==> config.mk <==
export PLATFORM = sky130hd
export DESIGN_NAME = rf_wb_arbiter
export DESIGN_NICKNAME = d
export VERILOG_FILES = /design/src/rtl/rf_wb_arbiter_pkg.sv /design/src/rtl/rr_arbiter.sv /design/src/rtl/rf_wb_arbiter.sv
export SDC_FILE = /design/constraint.sdc
export NUM_CORES = 1
export LEC_CHECK = 0
export CAP_MARGIN = 25
export CORE_UTILIZATION = 46
export CTS_CLUSTER_DIAMETER = 80
export DETAILED_ROUTE_END_ITERATION = 8
export GPL_TIMING_DRIVEN = 0
export PLACE_DENSITY = 0.87
export SETUP_SLACK_MARGIN = 0.15
export SLEW_MARGIN = 20
export SYNTH_ARGS = -nofsm -noshare
export SYNTH_HDL_FRONTEND = slang
export SYNTH_SLANG_ARGS = --single-unit
==> constraint.sdc <==
create_clock -name clk -period 3.34 [get_ports clk]
set_input_delay 0.668 -clock clk [delete_from_list [all_inputs] [get_ports clk]]
set_output_delay 0.668 -clock clk [all_outputs]
set_load 0.1 [all_outputs]
==> src/rtl/rf_wb_arbiter_pkg.sv <==
// Shared constants for the register-file writeback arbiter.
// Register zero is hard-wired, so it never owns a pending write.
package rf_wb_arbiter_pkg;
    localparam int RF_AW    = 5;
    localparam int RF_XLEN  = 32;
    localparam int RF_NREGS = 32;
    localparam int RF_ZERO  = 0;
endpackage

==> src/rtl/rr_arbiter.sv <==
// Round-robin arbiter: the search starts one past the last winner.
// Produces a one-hot grant plus its encoded index.
module rr_arbiter #(
    parameter int NREQ = 3,
    parameter int IW   = (NREQ > 1) ? $clog2(NREQ) : 1
) (
    input  logic            clk,
    input  logic            rst_n,
    input  logic [NREQ-1:0] req,
    output logic [NREQ-1:0] grant,
    output logic [IW-1:0]   grant_idx,
    output logic            grant_valid
);
    logic [IW-1:0] ptr;
    logic [IW:0]   sum;
    logic [IW-1:0] idx;

    always_comb begin
        grant       = '0;
        grant_idx   = '0;
        grant_valid = 1'b0;
        sum         = '0;
        idx         = '0;
        for (int k = 1; k <= NREQ; k++) begin
            sum = {1'b0, ptr} + (IW+1)'(k);
            if (sum >= (IW+1)'(NREQ)) begin
                sum = sum - (IW+1)'(NREQ);
            end
            idx = sum[IW-1:0];
            if (!grant_valid && req[idx]) begin
                grant_valid = 1'b1;
                grant_idx   = idx;
                grant[idx]  = 1'b1;
            end
        end
    end

    // Reset to the last index so requester 0 wins the first contest.
    always_ff @(posedge clk or negedge rst_n) begin
        if (!rst_n) begin
            ptr <= IW'(NREQ - 1);
        end else if (grant_valid) begin
            ptr <= grant_idx;
        end
    end
endmodule

==> src/rtl/rf_wb_arbiter.sv <==
// Owns the register-file write port: round-robin writeback arbitration,
// registered write stage, and a per-register pending-write scoreboard.
module rf_wb_arbiter
    import rf_wb_arbiter_pkg::*;
#(
    parameter int NREQ = 3,
    parameter int XLEN = RF_XLEN,
    parameter int AW   = RF_AW,
    parameter int CW   = 2
) (
    input  logic                 clk,
    input  logic                 rst_n,
    input  logic [NREQ-1:0]      req_valid,
    output logic [NREQ-1:0]      req_ready,
    input  logic [NREQ*AW-1:0]   req_addr,
    input  logic [NREQ*XLEN-1:0] req_data,
    input  logic                 issue_valid,
    input  logic [AW-1:0]        issue_rd,
    output logic                 issue_stall,
    output logic [RF_NREGS-1:0]  busy,
    output logic                 rd_we,
    output logic [AW-1:0]        rd_addr,
    output logic [XLEN-1:0]      rd_wdata,
    output logic                 err_underflow
);
    localparam int IW = (NREQ > 1) ? $clog2(NREQ) : 1;

    logic [IW-1:0]       grant_idx;
    logic                grant_valid;
    logic [AW-1:0]       sel_addr;
    logic [XLEN-1:0]     sel_data;
    logic                wr_fire;
    logic [CW-1:0]       cnt [RF_NREGS];
    logic [RF_NREGS-1:0] inc;
    logic [RF_NREGS-1:0] dec;

    rr_arbiter #(.NREQ(NREQ), .IW(IW)) u_arb (
        .clk         (clk),
        .rst_n       (rst_n),
        .req         (req_valid),
        .grant       (req_ready),
        .grant_idx   (grant_idx),
        .grant_valid (grant_valid)
    );

    always_comb begin
        sel_addr = '0;
        sel_data = '0;
        for (int i = 0; i < NREQ; i++) begin
            if (grant_idx == IW'(i)) begin
                sel_addr = req_addr[i*AW +: AW];
                sel_data = req_data[i*XLEN +: XLEN];
            end
        end
    end

    // A grant to register zero is consumed but never reaches the regfile.
    assign wr_fire = grant_valid && (sel_addr != AW'(RF_ZERO));

    always_ff @(posedge clk or negedge rst_n) begin
        if (!rst_n) begin
            rd_we    <= 1'b0;
            rd_addr  <= '0;
            rd_wdata <= '0;
        end else begin
            rd_we <= wr_fire;
            if (wr_fire) begin
                rd_addr  <= sel_addr;
                rd_wdata <= sel_data;
            end
        end
    end

    assign issue_stall = issue_valid && (issue_rd != AW'(RF_ZERO)) && (cnt[issue_rd] == '1);

    always_comb begin
        inc  = '0;
        dec  = '0;
        busy = '0;
        for (int r = 1; r < RF_NREGS; r++) begin
            inc[r]  = issue_valid && !issue_stall && (issue_rd == AW'(r));
            dec[r]  = rd_we && (rd_addr == AW'(r));
            busy[r] = (cnt[r] != '0);
        end
    end

    always_ff @(posedge clk or negedge rst_n) begin
        if (!rst_n) begin
            for (int r = 0; r < RF_NREGS; r++) begin
                cnt[r] <= '0;
            end
            err_underflow <= 1'b0;
        end else begin
            for (int r = 1; r < RF_NREGS; r++) begin
                if (inc[r] && !dec[r]) begin
                    cnt[r] <= cnt[r] + CW'(1);
                end else if (dec[r] && !inc[r]) begin
                    if (cnt[r] == '0) begin
                        err_underflow <= 1'b1;
                    end else begin
                        cnt[r] <= cnt[r] - CW'(1);
                    end
                end
            end
        end
    end
endmodule
== Yosys cells after proc, flatten, opt, wreduce, memory -nomap -nowiden ==
Cells that the tools add are included.

* $add $sub $neg: 68
* Order comparisons: 10
* Equal/unequal tests: 96
* Multiplexer cells: 219
* Bitwise logic cells: 3
* Reduce and logical (&&, ||, !) cells: 325

{| class="wikitable"
|+ Operators by type and width
! operator !! count
|-
| $mux W2 || 101
|-
| $eq A5 B5 Y1 const B || 32
|-
| $logic_and A1 B1 Y1 || 133
|-
| $reduce_bool A2 Y1 || 62
|-
| $mux W1 || 102
|-
| $mux W32 || 3
|-
| $eq A5 B4 Y1 const B || 16
|-
| $logic_not A1 Y1 || 65
|-
| $logic_not A2 Y1 || 32
|-
| $add A2 B1 Y2 const B || 31
|-
| $ne A2 B2 Y1 const B || 31
|-
| $reduce_and A2 Y1 || 31
|-
| $sub A2 B1 Y2 const B || 31
|-
| $eq A5 B3 Y1 const B || 8
|-
| $eq A5 B2 Y1 const B || 4
|-
| $mux W5 || 3
|-
| $bmux W2 S5 || 1
|-
| $eq A5 B1 Y1 const B || 2
|-
| $reduce_bool A5 Y1 || 2
|-
| $ge A3 B2 Y1 const B || 3
|-
| $lt A2 B3 Y1 const B || 3
|-
| $mux W3 || 3
|-
| $add A2 B2 Y3 const B || 2
|-
| $bmux W1 S2 || 3
|-
| 9 further kinds || 17
|}

* Flip-flop bits (word level): 103
* Input bits: 122
* Output and inout bits: 75
* Word-level logic and storage cells: 757

== Longest topological paths before layout ==
Gate-level depths: netlist (run 1).

* Depth in word-level cells: 103
* Gate-level depth with buffers: 15

== Modules after synthesis ==
From an unflattened synthesis (run 1), not the netlist that was laid out.

* Cell total of the unflattened synthesis: 973
* Area, all modules: 8508.2 um2

{| class="wikitable"
|+ Modules (own cells, without submodules)
! module !! instances !! cells each !! area an instance (um2)
|-
| rf_wb_arbiter || 1 || 934 || 8119.0
|-
| rr_arbiter || 1 || 39 || 389.1
|}

== Worst setup path before layout (run 1) ==
Ideal clock, no wire load.

* Kind: input to register
* Start point: input issue_rd[1]
* End point: register err_underflow
* Setup time: 127 ps
* Data arrival time: 3723 ps
* Data required time: 3213 ps
* Setup slack: -510 ps
* Stages on the path: 15
* Path buffers: 3
* Cells stage by stage: buf_2 -> buf_2 -> nand3_1 -> o21ai_0 -> mux4_2 -> mux2i_1 -> nand3_1 -> or3b_2 -> clkbuf_1 -> or2_2 -> ha_1 -> nor4b_1 -> nor4_1 -> nand4_1 -> or2_2

* Word-level cells in the longest chain between the ends: 103
* Elaborated cells between the ends (all ways): 257
* Those cells by class: eq/ne (32); mux (95); bitwise (1); reduce/logical (129)

{| class="wikitable"
|+ Ends and longest elaborated chain
! item !! RTL line !! RTL
|-
| start, declared || rf_wb_arbiter.sv:18 || <nowiki>input logic [AW-1:0] issue_rd,</nowiki>
|-
| $not A5 Y6 (not written as such) || rf_wb_arbiter.sv:74 || <nowiki>assign issue_stall = issue_valid && (issue_rd != AW'(RF_ZERO)) && (cnt[issue_rd] == '1);</nowiki>
|-
| $bmux W2 S5 || rf_wb_arbiter.sv:74 ||
|-
| $mux W2 (not written as such) (2 in a row) || rf_wb_arbiter.sv:74 ||
|-
| $eq A2 B2 Y1 || rf_wb_arbiter.sv:74 ||
|-
| $logic_and A1 B1 Y1 || rf_wb_arbiter.sv:74 ||
|-
| $logic_not A1 Y1 || rf_wb_arbiter.sv:81 || <nowiki>inc[r] = issue_valid && !issue_stall && (issue_rd == AW'(r));</nowiki>
|-
| $logic_and A1 B1 Y1 (2 in a row) || rf_wb_arbiter.sv:81 ||
|-
| $logic_not A1 Y1 || rf_wb_arbiter.sv:97 || <nowiki>end else if (dec[r] && !inc[r]) begin</nowiki>
|-
| [... 85 more ...] || - ||
|-
| $mux W1 || rf_wb_arbiter.sv:97 ||
|-
| $mux W1 || rf_wb_arbiter.sv:95 || <nowiki>if (inc[r] && !dec[r]) begin</nowiki>
|-
| $mux W1 || rf_wb_arbiter.sv:98 || <nowiki>if (cnt[r] == '0) begin</nowiki>
|-
| $mux W1 || rf_wb_arbiter.sv:97 ||
|-
| $mux W1 || rf_wb_arbiter.sv:95 ||
|-
| $mux W1 || rf_wb_arbiter.sv:98 ||
|-
| $mux W1 || rf_wb_arbiter.sv:97 ||
|-
| $mux W1 * || rf_wb_arbiter.sv:95 ||
|-
| end signal, assigned || rf_wb_arbiter.sv:92 || <nowiki>err_underflow <= 1'b0;</nowiki>
|-
| end signal, assigned || rf_wb_arbiter.sv:99 || <nowiki>err_underflow <= 1'b1;</nowiki>
|-
| end, declared || rf_wb_arbiter.sv:24 || <nowiki>output logic err_underflow</nowiki>
|}

Every way passes the cells marked *; elsewhere a longest branch is shown, timed or not. The select of a mux whose other input is x is not followed.
A chain may end at the register's enable or synchronous reset.

== Worst setup path in the final report (run 1) ==
Ends and elaborated chain as after synthesis.

==> results of run 1 <==
-- critical path, cell delays in order --
cell     delay [ps]
buf_12          120
buf_8           140
nand3_4          60
o21ai_2          60
mux4_2          570
mux2i_4         220
nand3_2         130
buf_6           140
buf_4           140
buf_4           150
or3_1           370
inv_1            80
ha_1            260
nor4b_1         110
nor4_1          340
nand4_1         140
or2_4           260
-- how the worst max path moves through the flow --
stage                startpoint                       end  slack, ps
global placement          rst_n  rd_wdata[20]$_DFFE_PN0P_      -2540
finish              issue_rd[1]   err_underflow$_DFF_PN0_       -400
global route        issue_rd[1]   err_underflow$_DFF_PN0_       -450
detailed placement  issue_rd[3]   err_underflow$_DFF_PN0_      -1440
floorplan           issue_rd[1]               issue_stall       -290
CTS                 issue_rd[1]   err_underflow$_DFF_PN0_       -190
-- final cells by class --
class / count / area share [%]
sequential: 103 / 21.04
clock buffer: 10 / 1.859
tap: 225 / 2.285
buffer: 35 / 2.326
antenna: 5 / 0.1016
multi-input combinational: 780 / 48.81
inverter: 62 / 1.970
clock inverter: 6 / 1.280
timing repair buffer: 245 / 20.32
-- power by group through the flow --
stage / logic [W] / clock network (W) / registers, W
after detailed placement: 0.00621 / 0 / 0.00184
after global routing: 0.00865 / 0.00145 / 0.00187
after floorplan: 0.00301 / 0 / 0.00348
after global placement: 0.00611 / 0 / 0.00183
after CTS: 0.00729 / 0.00140 / 0.00183
final: 0.00831 / 0.00140 / 0.00185
-- kinds of logic (layout without fill, tap and decap cells) --
logic type | Yosys count | in the layout | share of synthesized area, %
AOI/OAI and AO/OA | 176 | 176 | 14.04
adders and majority gates | 68 | 68 | 10.47
buffers and inverters | 97 | 358 | 4.864
DFF | 103 | 103 | 31.72
muxes | 40 | 40 | 6.095
other | 1 | 6 | 0.04613
and+or+nand+nor | 495 | 495 | 32.77
-- routing by layer --
layer  vias to the layer above  GRT usage (%)
li1                       3933              -
met1                      4168          33.52
met2                       497          54.50
met3                       126          7.282
met4                         0          18.35
met5                         -              0
-- flip-flops by register name, indices dropped and copies added (netlist names) --
name	count
cnt	62
err_underflow	1
rd_addr	5
rd_wdata	32
rd_we	1
u_arb.ptr	2
-- metrics by stage --
stage | setup WS (ps) | total power (W) | instances | hold slack (ps) | util, %
after floorplan | -292.9 | 0.006484 | 980 | 372.4 | -
after global placement | -2539 | 0.007936 | 1398 | 473.4 | 61.69
after detailed placement | -1437 | 0.008049 | 1399 | 483.4 | 61.86
after CTS | -192.8 | 0.01052 | 1453 | 208.5 | 68.60
after global routing | -454.5 | 0.01198 | 1471 | 224.6 | 71.22
final | -401.2 | 0.01155 | 1471 | 205.5 | 71.22
-- timing repair --
action                     CTS  global route
gates cloned                 5             1
pin swaps                   33            25
resized for setup          135            86
buffers inserted            33            13
setup endpoints to repair   78            73
-- synthesized netlist by cell type (3+ instances only) --
cell type,number,area share [%]
a21oi_1,5,0.31
a221o_1,22,2.7
a22o_1,3,0.32
a22oi_1,8,0.74
and2_1,6,0.46
and3_1,24,1.8
buf_2,4,0.25
buf_6,3,0.42
clkbuf_1,26,1.2
dfrtp_1,102,31
ha_1,68,10
inv_1,61,2.8
mux2_1,26,3.6
mux2_2,6,0.83
mux2i_1,3,0.37
mux4_2,4,1.1
nand2_1,153,7.1
nand3_1,26,1.6
nand4_1,4,0.31
nor2_1,61,2.8
nor2b_1,69,5.3
nor3_1,3,0.18
nor3b_1,32,3.0
nor4_1,8,0.62
nor4b_1,31,3.3
o21ai_0,114,7.0
o221ai_2,3,0.55
o22ai_1,6,0.46
or2_2,52,4.0
or3_1,12,0.92
or3b_2,4,0.43
or4_1,3,0.28
==> impl_metrics.env, run 1 <==
export IMPL_r2r_end="err_underflow$_DFF_PN0_"
export IMPL_multiInputGateArea_um2=6013
export IMPL_ant_nets=0
export IMPL_cts_buffers=9
export IMPL_mostFrequentLayoutCells="184 x clkdlybuf4s50_1, 151 x nand2_1, 94 x o21ai_0, 91 x dfrtp_1, 68 x nor2b_1"
export IMPL_crit_required_ps=3580
export IMPL_outcome="finished, violations left"
export IMPL_fin_nets=1426
export IMPL_start_util_pct=47.00
export IMPL_seqPwrFrac_pct=16.0
export IMPL_final_max_slew_violation_count=0
export IMPL_combPwrFrac_pct=71.9
export IMPL_fillers=1176
export IMPL_drtPass1Iterations=9
export IMPL_finalHoldViolCount=0
export IMPL_synth_main_ff_cell="dfrtp_1"
export IMPL_synth_cell_types=55
export IMPL_synthArstFlopShare_pct=100.0
export IMPL_fin_crit_sh_pct=112.0
export IMPL_rr_worst_depth=14
export IMPL_io_pins=197
export IMPL_wl_um=30170
export IMPL_max_vdd_ir_drop_mv=1.149
export IMPL_layout_commonest_cell="clkdlybuf4s50_1"
export IMPL_cts_path_max_buffers=2
export IMPL_ctsHoldBuffers=0
export IMPL_crit_type="primary input to flip-flop"
export IMPL_wl_met2_um=15120
export IMPL_met1_length_um=10660
export IMPL_fin_ws_ps=-401.2
export IMPL_cts_sinks=103
export IMPL_switchingPower_w=0.005745
export IMPL_post_route_cell_area_um2=12320
export IMPL_gp_congestion=0.8894
export IMPL_cts_root_buf="clkbuf_16"
export IMPL_seqCellArea_um2=2592
export IMPL_timing_fmax_mhz=267.3
export IMPL_swShare_pct=49.73
export IMPL_grt_pass1_wl_um=43360
export IMPL_cp_end_kind="flip-flop"
export IMPL_cts_tree="done"
export IMPL_skew_ps=10.49
export IMPL_die_w_um=134.9
export IMPL_violations="setup timing"
export IMPL_ys_ff_latch=103
export IMPL_max_cap_violations=0
export IMPL_clkPwrFrac_pct=12.1
export IMPL_overflow=0
export IMPL_power_leakage_nw=5.891
export IMPL_routed_top_layer="met4"
export IMPL_dp_hpwl_um=19080
export IMPL_worst_pin_slew_ps=1099
export IMPL_first_iter_violations=733
export IMPL_crit_fanout=5
export IMPL_yosysWarnings=2
export IMPL_rsz0062_at_grt="yes"
export IMPL_fin_crit_ps=3741
export IMPL_avgSynthCellArea_um2=8.295
export IMPL_dr_wl_met3_um=2486
export IMPL_core_area_um2=17300
export IMPL_hp_class="primary input to async pin"
export IMPL_r2r_start="cnt[59]$_DFFE_PN0P_"
export IMPL_p_int_w=0.005807
export IMPL_worstPathArrival_ps=3980
export IMPL_yosysSeqAreaShare_pct=31.72
export IMPL_grt_max_degree=71
export IMPL_setup_violations=22
export IMPL_relSlewSlack_pct=26.48
export IMPL_tns_ps=-935.4
export IMPL_fp_dieArea_um2=18210
export IMPL_crit_path_start_kind="primary input"
export IMPL_rows=48
export IMPL_drc=0
export IMPL_viasPerCell=5.931
export IMPL_grt_pass1_vias=8512
export IMPL_wl_per_cell_um=20.51
export IMPL_grt_antenna_before_repair=5
export IMPL_syn_to_final_growth_pct=51.55
export IMPL_dpl_instance_area_um2=10700
export IMPL_synth_cells=980
export IMPL_synth_edf_count=0
export IMPL_grtUsageTotal_pct=30.84
export IMPL_power_density_nw_per_um2=937.8
export IMPL_vias=8724
export IMPL_htree_levels=3
export IMPL_syn_area_um2=8129
export IMPL_drive_above_1_share_pct=23.05
export IMPL_clock_latency_ps=350
export IMPL_die_h_um=134.9
export IMPL_port_buffers=193
export IMPL_clk_pin_slew_worst_paths_ps=70
export IMPL_synth_fp_nets=1170
export IMPL_reg2reg_slack_ps=-360
(Power assumes the default switching activity.)
==> run 2: changes to the inputs <==
--- a/config.mk
+++ b/config.mk
@@ -12,6 +12,7 @@
 export GPL_TIMING_DRIVEN = 0
 export PLACE_DENSITY = 0.87
 export SETUP_SLACK_MARGIN = 0.15
+export SKIP_LAST_GASP = 1
 export SLEW_MARGIN = 20
 export SYNTH_ARGS = -nofsm -noshare
 export SYNTH_HDL_FRONTEND = slang
==> run 2 against run 1 <==
  * The flow still finishes with violations (setup timing)
  * Critical path depth shrank 1
  * Sequential share of layout area is essentially flat
  * Final area fell by 0.23%
  * Clock power about the same
  * Count of clock-buffer cells in the layout did not move
==> impl_metrics.env, run 2 (same netlist as run 1, synthesis figures left out) <==
export IMPL_relSlewSlack_pct=26.62
export IMPL_fp_dieArea_um2=18210
export IMPL_switchingPower_w=0.005734
export IMPL_power_density_nw_per_um2=936.6
export IMPL_seqPwrFrac_pct=16.1
export IMPL_r2r_start="cnt[43]$_DFFE_PN0P_"
export IMPL_fin_crit_ps=3705
export IMPL_place_ws_ps=-1437
export IMPL_worst_pin_slew_ps=1097
export IMPL_largest_reg_flops=62
export IMPL_dp_hpwl_um=19080
export IMPL_violations="setup timing"
export IMPL_swShare_pct=49.82
export IMPL_power_leakage_nw=5.884
export IMPL_setup_violations=25
export IMPL_layout_commonest_cell="clkdlybuf4s50_1"
export IMPL_stdcell_count=1468
export IMPL_seqCellArea_um2=2591
export IMPL_crit_path_start_kind="primary input"
export IMPL_cts_root_buf="clkbuf_16"
export IMPL_overflow=0
export IMPL_max_vdd_ir_drop_mv=1.373
export IMPL_power_total_w=0.01151
export IMPL_grt_antenna_before_repair=2
export IMPL_worstPathArrival_ps=3950
export IMPL_crit_required_ps=3590
export IMPL_ant_nets=0
export IMPL_rsz0062_at_grt="yes"
export IMPL_reg2reg_slack_ps=-350
export IMPL_multiInputGateArea_um2=5998
export IMPL_skew_ps=12.02
export IMPL_clk_pin_slew_worst_paths_ps=70
export IMPL_fillers=1192
export IMPL_start_util_pct=47.00
export IMPL_grtUsageTotal_pct=30.77
export IMPL_cts_buffers=9
export IMPL_drive_above_1_share_pct=22.97
export IMPL_viasPerCell=5.874
export IMPL_cts_sinks=103
export IMPL_whs_ps=193.4
export IMPL_gp_congestion=0.8894
export IMPL_r2r_end="err_underflow$_DFF_PN0_"
export IMPL_wl_um=30080
export IMPL_port_buffers=193
export IMPL_timing_fmax_mhz=269.9
export IMPL_cts_path_max_buffers=2
export IMPL_syn_to_final_growth_pct=51.19
export IMPL_dp_cells=1399
export IMPL_regMostFlops="cnt"
export IMPL_combPwrFrac_pct=71.7
export IMPL_final_max_slew_violation_count=0
export IMPL_outcome="finished, violations left"
export IMPL_htree_levels=3
export IMPL_cp_end_kind="flip-flop"
export IMPL_fin_ws_ps=-365.3
export IMPL_rr_worst_depth=15
export IMPL_grt_pass1_vias=8464
export IMPL_cts_tree="done"
export IMPL_grt_max_degree=71
export IMPL_mostFrequentLayoutCells="184 x clkdlybuf4s50_1, 151 x nand2_1, 94 x o21ai_0, 92 x dfrtp_1, 68 x nor2b_1"
export IMPL_top_regs="cnt: 62 flops, rd_wdata: 32 flops, rd_addr: 5 flops"
export IMPL_fin_nets=1426
export IMPL_wl_per_cell_um=20.49
export IMPL_die_h_um=134.9
export IMPL_io_pins=197
export IMPL_hp_class="primary input to async pin"
export IMPL_grt_pass1_wl_um=43240
export IMPL_crit_fanout=5
export IMPL_first_iter_violations=751
export IMPL_clock_latency_ps=360
export IMPL_core_area_um2=17300
export IMPL_tns_ps=-1599
export IMPL_die_w_um=134.9
export IMPL_max_cap_violations=0
export IMPL_vias=8623
export IMPL_clkPwrFrac_pct=12.2
export IMPL_fin_crit_sh_pct=110.9
export IMPL_drtPass1Iterations=7
export IMPL_finalHoldViolCount=0
export IMPL_rows=48
export IMPL_p_int_w=0.005776
export IMPL_drc=0
export IMPL_crit_type="primary input to flip-flop"
[run 2: worst max-delay path, stage by stage]
cell and delay [ps]:
buf_12 100, buf_8 130, o21ai_0 160, mux4_2 540, mux2i_4 210, nand3_2 150, buf_6 150, buf_4 140
buf_4 150, or3_1 370, inv_1 90, ha_1 280, nor4b_1 110, nor4_1 320, nand4_1 140, or2_4 240
[run 2: repair_timing]
item	CTS	global route
endpoints found under the hold margin	0	0
gates resized for setup	127	90
endpoints found under the setup margin	78	71
gates cloned	5	1
pin swaps	31	23
buffers inserted	33	13
hold buffers	0	0
[run 2: routing by layer]
metal	global-route usage [%]	share of wire, %
met5	0	0
met2	54.87	51
met3	7.432	8.2
met1	33.35	36
met4	17.17	5.3
[run 2: area by class of cell]
type	instances	share of cell area, %
Sequential cell	103	21.08
Timing Repair Buffer	245	20.34
Buffer	35	2.321
Antenna cell	2	0.04072
Clock inverter	6	1.283
Tap cell	225	2.291
Multi-Input combinational cell	780	48.80
Inverter	62	1.975
Clock buffer	10	1.863
[run 2: power groups by stage]
stage          sequential, W  clock, W  combinational [W]
2_1_floorplan        0.00348         0            0.00301
3_3_place_gp         0.00183         0            0.00611
3_5_place_dp         0.00184         0            0.00621
4_1_cts              0.00183   0.00140            0.00719
5_1_grt              0.00188   0.00146            0.00858
6_report             0.00186   0.00141            0.00825
[run 2: how the worst max path moves through the flow]
stage	start	to	slack (ps)	cells after the start
CTS	issue_rd[1]	err_underflow$_DFF_PN0_	-210	18
global placement	rst_n	rd_wdata[20]$_DFFE_PN0P_	-2540	1
global route	cnt[59]$_DFFE_PN0P_	err_underflow$_DFF_PN0_	-430	14
finish	issue_rd[1]	err_underflow$_DFF_PN0_	-370	16
floorplan	issue_rd[1]	issue_stall	-290	8
detailed placement	issue_rd[3]	err_underflow$_DFF_PN0_	-1440	13
[run 2: per-stage QoR]
step | instance area, µm² | utilization (%)
after global placement | 10670 | 61.69
after floorplan | 8457 | -
after global routing | 12290 | 71.06
final | 12290 | 71.06
after CTS | 11830 | 68.40
after detailed placement | 10700 | 61.86
==> run 3: changes to the inputs <==
--- a/config.mk
+++ b/config.mk
@@ -10,6 +10,7 @@
 export CTS_CLUSTER_DIAMETER = 80
 export DETAILED_ROUTE_END_ITERATION = 8
 export GPL_TIMING_DRIVEN = 0
+export MAX_ROUTING_LAYER = met4
 export PLACE_DENSITY = 0.87
 export SETUP_SLACK_MARGIN = 0.15
 export SKIP_LAST_GASP = 1
==> run 3 against run 2 <==
  * The flow still finishes with violations (setup timing)
  * Combinational power decreased by 2%
  * Largest cell class unchanged
  * Largest power group unchanged
  * Sequential power about the same
  * Global-route usage increased by 0.071 points
  * Critical path depth unchanged
  * Register-to-register slack improved by 30 ps
  * Critical endpoint unchanged
  * Core utilization decreased by 0.48 points
  * Final area decreased by 0.68%
  * Final cell count decreased by 0.14%
==> impl_metrics.env, run 3 (same netlist as run 1, synthesis figures left out) <==
export IMPL_crit_required_ps=3600
export IMPL_fin_crit_ps=3714
export IMPL_switchingPower_w=0.005673
export IMPL_seqCellArea_um2=2580
export IMPL_overflow=0
export IMPL_power_density_nw_per_um2=907.7
export IMPL_grt_pass1_wl_um=41820
export IMPL_first_iter_violations=948
export IMPL_cts_tree="done"
export IMPL_drive_above_1_share_pct=22.43
export IMPL_crit_path_start_kind="primary input"
export IMPL_dp_hpwl_um=19190
export IMPL_cts_sinks=103
export IMPL_max_vdd_ir_drop_mv=1.171
export IMPL_drtPass1Iterations=6
export IMPL_dpl_instance_area_um2=10700
export IMPL_skew_ps=10.60
export IMPL_relSlewSlack_pct=26.98
export IMPL_viasPerCell=6.018
export IMPL_grt_pass1_vias=8233
export IMPL_fp_dieArea_um2=18210
export IMPL_clkPwrFrac_pct=10.1
export IMPL_post_route_cell_area_um2=12210
export IMPL_drc=0
export IMPL_worstPathArrival_ps=3970
export IMPL_power_leakage_nw=5.831
export IMPL_multiInputGateArea_um2=6036
export IMPL_combPwrFrac_pct=73.2
export IMPL_rows=48
export IMPL_grt_max_degree=76
export IMPL_violations="setup timing"
export IMPL_wl_um=29640
export IMPL_timing_fmax_mhz=269.3
export IMPL_hp_class="primary input to async pin"
export IMPL_start_util_pct=47.00
export IMPL_max_cap_violations=0
export IMPL_largest_reg_flops=62
export IMPL_cp_end_kind="flip-flop"
export IMPL_clk_pin_slew_worst_paths_ps=70
export IMPL_wl_per_cell_um=20.22
export IMPL_top_regs="cnt: 62 flops, rd_wdata: 32 flops, rd_addr: 5 flops"
export IMPL_grtUsageTotal_pct=30.84
export IMPL_port_buffers=193
export IMPL_outcome="finished, violations left"
export IMPL_p_int_w=0.005408
export IMPL_finalHoldViolCount=0
export IMPL_core_area_um2=17300
export IMPL_seqPwrFrac_pct=16.7
export IMPL_setup_violations=1
export IMPL_fin_ws_ps=-374.0
export IMPL_syn_to_final_growth_pct=50.16
export IMPL_cts_path_max_buffers=2
export IMPL_die_h_um=134.9
export IMPL_mostFrequentLayoutCells="185 x clkdlybuf4s50_1, 151 x nand2_1, 101 x dfrtp_1, 93 x o21ai_0, 67 x nor2b_1"
export IMPL_die_w_um=134.9
export IMPL_crit_fanout=5
export IMPL_fin_nets=1420
export IMPL_worst_pin_slew_ps=1092
export IMPL_layout_commonest_cell="clkdlybuf4s50_1"
export IMPL_io_pins=197
export IMPL_fin_crit_sh_pct=111.2
export IMPL_gp_congestion=0.9023
export IMPL_clock_latency_ps=370
export IMPL_grt_antenna_before_repair=5
export IMPL_final_max_slew_violation_count=0
export IMPL_htree_levels=3
export IMPL_regMostFlops="cnt"
export IMPL_fillers=1170
export IMPL_ant_nets=0
export IMPL_swShare_pct=51.19
export IMPL_cts_buffers=9
export IMPL_tns_ps=-374.0
export IMPL_rsz0062_at_grt="yes"
export IMPL_crit_type="primary input to flip-flop"
export IMPL_cts_root_buf="clkbuf_16"
export IMPL_vias=8822
[run 3: changes by cell type in the layout (fill, tap and decap cells not counted), moves of 3 or more]
cell / change
ha_2: -4
dfrtp_1: +9
nand3_1: -5
clkbuf_4: -3
dfrtp_2: -9
buf_6: -3
ha_1: +3
diode_2: +4
bufinv_16: -4
nand3_2: +5
[run 3: final cells by class]
cell class | instances | area share (%)
Inverter | 62 | 1.968
Clock buffer | 10 | 1.876
Clock inverter | 6 | 0.5740
Tap cell | 225 | 2.306
Antenna cell | 6 | 0.1230
Sequential cell | 103 | 21.14
Timing Repair Buffer | 239 | 20.14
Buffer | 35 | 2.429
Multi-Input combinational cell | 780 | 49.45
[run 3: worst paths after layout]
path,startpoint,endpoint,slack [ps],cells after the start
setup / recovery,issue_rd[1],err_underflow$_DFF_PN0_,-370,16
setup reg to reg,cnt[48]$_DFFE_PN0P_,err_underflow$_DFF_PN0_,-320,15
max in group asynchronous,rst_n,u_arb.ptr[1]$_DFFE_PN1P_,2470,2
hold reg to reg,rd_wdata[27]$_DFFE_PN0P_,rd_wdata[27]$_DFFE_PN0P_,510,1
hold / removal,rst_n,cnt[54]$_DFFE_PN0P_,160,1
min in group clk,rd_wdata[27]$_DFFE_PN0P_,rd_wdata[27]$_DFFE_PN0P_,510,1
[run 3: through the flow]
stage / std cells / hold WS (ps) / utilization, % / power [W] / setup WS, ps
4_1_cts: 1450 / 165.1 / 67.51 / 0.01012 / -150.4
3_5_place_dp: 1399 / 482.2 / 61.86 / 0.008049 / -1372
5_1_grt: 1465 / 187.1 / 70.56 / 0.01149 / -482.7
2_1_floorplan: 980 / 372.4 / - / 0.006484 / -292.9
6_report: 1466 / 161.5 / 70.57 / 0.01108 / -374.0
3_3_place_gp: 1398 / 473.2 / 61.69 / 0.007937 / -2509
[run 3: worst max-delay path, stage by stage]
cell	delay [ps]
bufbuf_16	250
nand3_1	60
o21ai_0	130
mux4_2	530
mux2i_4	200
nand3_2	140
buf_6	150
or3b_4	370
buf_8	130
buf_12	120
or2_4	230
ha_4	150
nor4b_1	160
nor4_1	260
nand4_1	160
or2_4	270
[run 3: power by group through the flow]
stage / logic (W) / registers (W) / clock network (W)
5_1_grt: 0.00843 / 0.00188 / 0.00117
3_3_place_gp: 0.00611 / 0.00183 / 0
4_1_cts: 0.00716 / 0.00183 / 0.00113
3_5_place_dp: 0.00621 / 0.00184 / 0
2_1_floorplan: 0.00301 / 0.00348 / 0
6_report: 0.00811 / 0.00185 / 0.00112
[run 3: what timing repair did]
item                       4_1_cts  5_1_grt
gates cloned                     5        0
pin swaps                       26       33
buffers inserted                30       10
setup endpoints to repair       73       56
hold endpoints to repair         0        0
hold buffers                     0        0
gates resized for setup        119       98
[run 3: metal layers]
| metal | vias to the layer above | global-route usage (%) | wire length (µm) |
|---|---|---|---|
| li1 | 3925 | - | - |
| met1 | 4284 | 33.49 | 10700 |
| met2 | 490 | 52.43 | 14870 |
| met3 | 123 | 5.818 | 2455 |
| met4 | 0 | 18.41 | 1612 |
| met5 | - | - | 0 |
==> RTL change: new RTL, settings of run 3 <==
The package constant `RF_NREGS` goes from 32 to 64.
--- a/src/rtl/rf_wb_arbiter_pkg.sv
+++ b/src/rtl/rf_wb_arbiter_pkg.sv
@@ -3,7 +3,7 @@
 package rf_wb_arbiter_pkg;
     localparam int RF_AW    = 5;
     localparam int RF_XLEN  = 32;
-    localparam int RF_NREGS = 32;
+    localparam int RF_NREGS = 64;
     localparam int RF_ZERO  = 0;
 endpackage
 
Ports: changed (resized busy); port bits go from 197 to 229. The function was not compared with the original's and may differ.
==> RTL change against run 3 <==
  * Power up 32%
  * Worst hold slack better by 0.036 ns
  * Design area up 38%
  * Area after synthesis up 43%
  * Maximum frequency down 9.8%
  * Sequential cell count up 64
  * Register-to-register slack worse by 0.46 ns
  * Wire length up 42%
  * Synthesized cell count up 49%
  * Setup slack worse by 0.40 ns
  * The flow still finishes with violations (setup timing)
  * Critical path type is now flop to flop
  * Critical path depth down 2
==> RTL change: results (changes against run 3) <==
status=finished, violations left (unchanged); failing checks=setup timing (unchanged); RePlAce Congestion=0.964 (was 0.902); YS warnings=2 (unchanged); Synth area leaders=dfrtp_1 (36%), nand2_1 (10%), ha_1 (7.5%) (was dfrtp_1 (31%), ha_1 (10%), nand2_1 (7.1%)); setup TNS=-11.47 ns (was -0.374 ns); crit-path leading delay family=simple AND/OR/NAND/NOR gates (unchanged); Worst EP arrival=4.44 ns (was 3.97 ns); final setup fails=41 (was 1); hold crit path type=primary input to async pin (unchanged); clock buffer depth=2 (unchanged); share of layout cells above drive strength 1=21.1% (was 22.4%); first-pass GRT wire length=62000 um (was 41800 um); Top Registers=cnt: 126 flops, rd_wdata: 32 flops, rd_addr: 5 flops (was cnt: 62 flops, rd_wdata: 32 flops, rd_addr: 5 flops); Buffers on Ports=225 (was 193); static leakage=8.41 nW (was 5.83 nW); Post-synth top cells=nand2_1 (321), dfrtp_1 (166), o21ai_0 (150) (was nand2_1 (153), o21ai_0 (114), dfrtp_1 (102)); CP max FO=8 (was 5); Setup Skew=0.0127 ns (was 0.0106 ns); peak supply drop=1.06 mV (was 1.17 mV); drt initial violations=1481 (was 948); CP peak stage delay=0.59 ns (was 0.53 ns); post-synth net total=1654 (was 1170); fill count=1773 (was 1170); Avg Cell Area, Syn=7.97 um^2 (was 8.29 um^2); largest net degree at the start of global routing=91 (was 76); vias in the first global route=12045 (was 8233); Vias/cell=5.79 (was 6.02); Final WS setup=-0.779 ns (was -0.374 ns); initial antenna violation count=3 (was 5); CTS Buf Count=17 (was 9); asr flop ratio synth=100% (unchanged); register area share after synthesis=35.9% (was 31.7%); WL final=42100 um (was 29600 um); Finished Layout Cells=2173 (was 1466); slowest stage cell, crit path=or4_4 (was mux4_2); pre-CTS setup slack=-2.01 ns (was -1.37 ns); Clock Latency Late Sink=0.45 ns (was 0.37 ns); Post-DP Area=14600 um^2 (was 10700 um^2); slew at the pin closest to its max-slew limit=1.09 ns (about the same); H-tree lvl count=4 (was 3); fin nets=2025 (was 1420); post-synthesis cell type count=62 (was 55); pwr dens=872 nW/um^2 (was 908 nW/um^2); Reg clk slew, reported paths=0.07 ns (about the same); router iterations before antenna repair=9 (was 6); clk root buf=clkbuf_16 (unchanged); post-DP HPWL=28300 um (was 19200 um); GRT Util Overall=31.8% (was 30.8%)
==> RTL change: cells by family after synthesis <==
family | share of synthesized area (%)
and+or+nand+nor | 27.8
DFF | 35.9
muxes | 9.07
buffers and inverters | 5.65
other | 0.0322
AOI/OAI and AO/OA | 14.0
adders and majority gates | 7.52
==> RTL change: timing repair <==
action	4_1_cts	5_1_grt
buffers inserted	92	27
hold buffers	0	0
pin swaps	25	19
endpoints found under the setup margin	161	96
cloned	3	1
gates resized for setup	119	93
==> RTL change: final cells by class <==
type	count	share of cell area, %
Clock buffer	18	2.55
Buffer	42	2.29
Timing Repair Buffer	352	20.3
Inverter	120	2.72
Antenna cell	3	0.0447
Tap cell	324	2.41
Sequential cell	167	24.9
Multi-Input combinational cell	1133	44.1
Clock inverter	14	0.744
==> RTL change: power by group <==
part	switching [mW]	leakage, nW	internal (mW)	total, mW
Clock	0.925	0.267	1.03	1.96
Combinational	6.10	5.99	3.65	9.75
Sequential	0.420	2.14	2.53	2.95
==> RTL change: path summary, 6_finish.rpt <==
path,slack (ns),depth (start not counted),startpoint,endpoint
setup reg to reg,-0.78,14,cnt[79],err_underflow
min in group clk,0.51,2,cnt[36],cnt[36]
max in group asynchronous,2.20,2,rst_n,cnt[103]
setup / recovery,-0.78,14,cnt[79],err_underflow
hold reg to reg,0.51,2,cnt[36],cnt[36]
hold / removal,0.20,1,rst_n,cnt[48]
==> RTL change: metal layers <==
layer	global-route usage (%)	vias to the layer above	share of wire, %
met5	-	-	0
met3	6.75	223	9.1
met2	55.0	743	49
li1	-	5665	-
met1	33.4	5943	35
met4	18.4	0	6.9
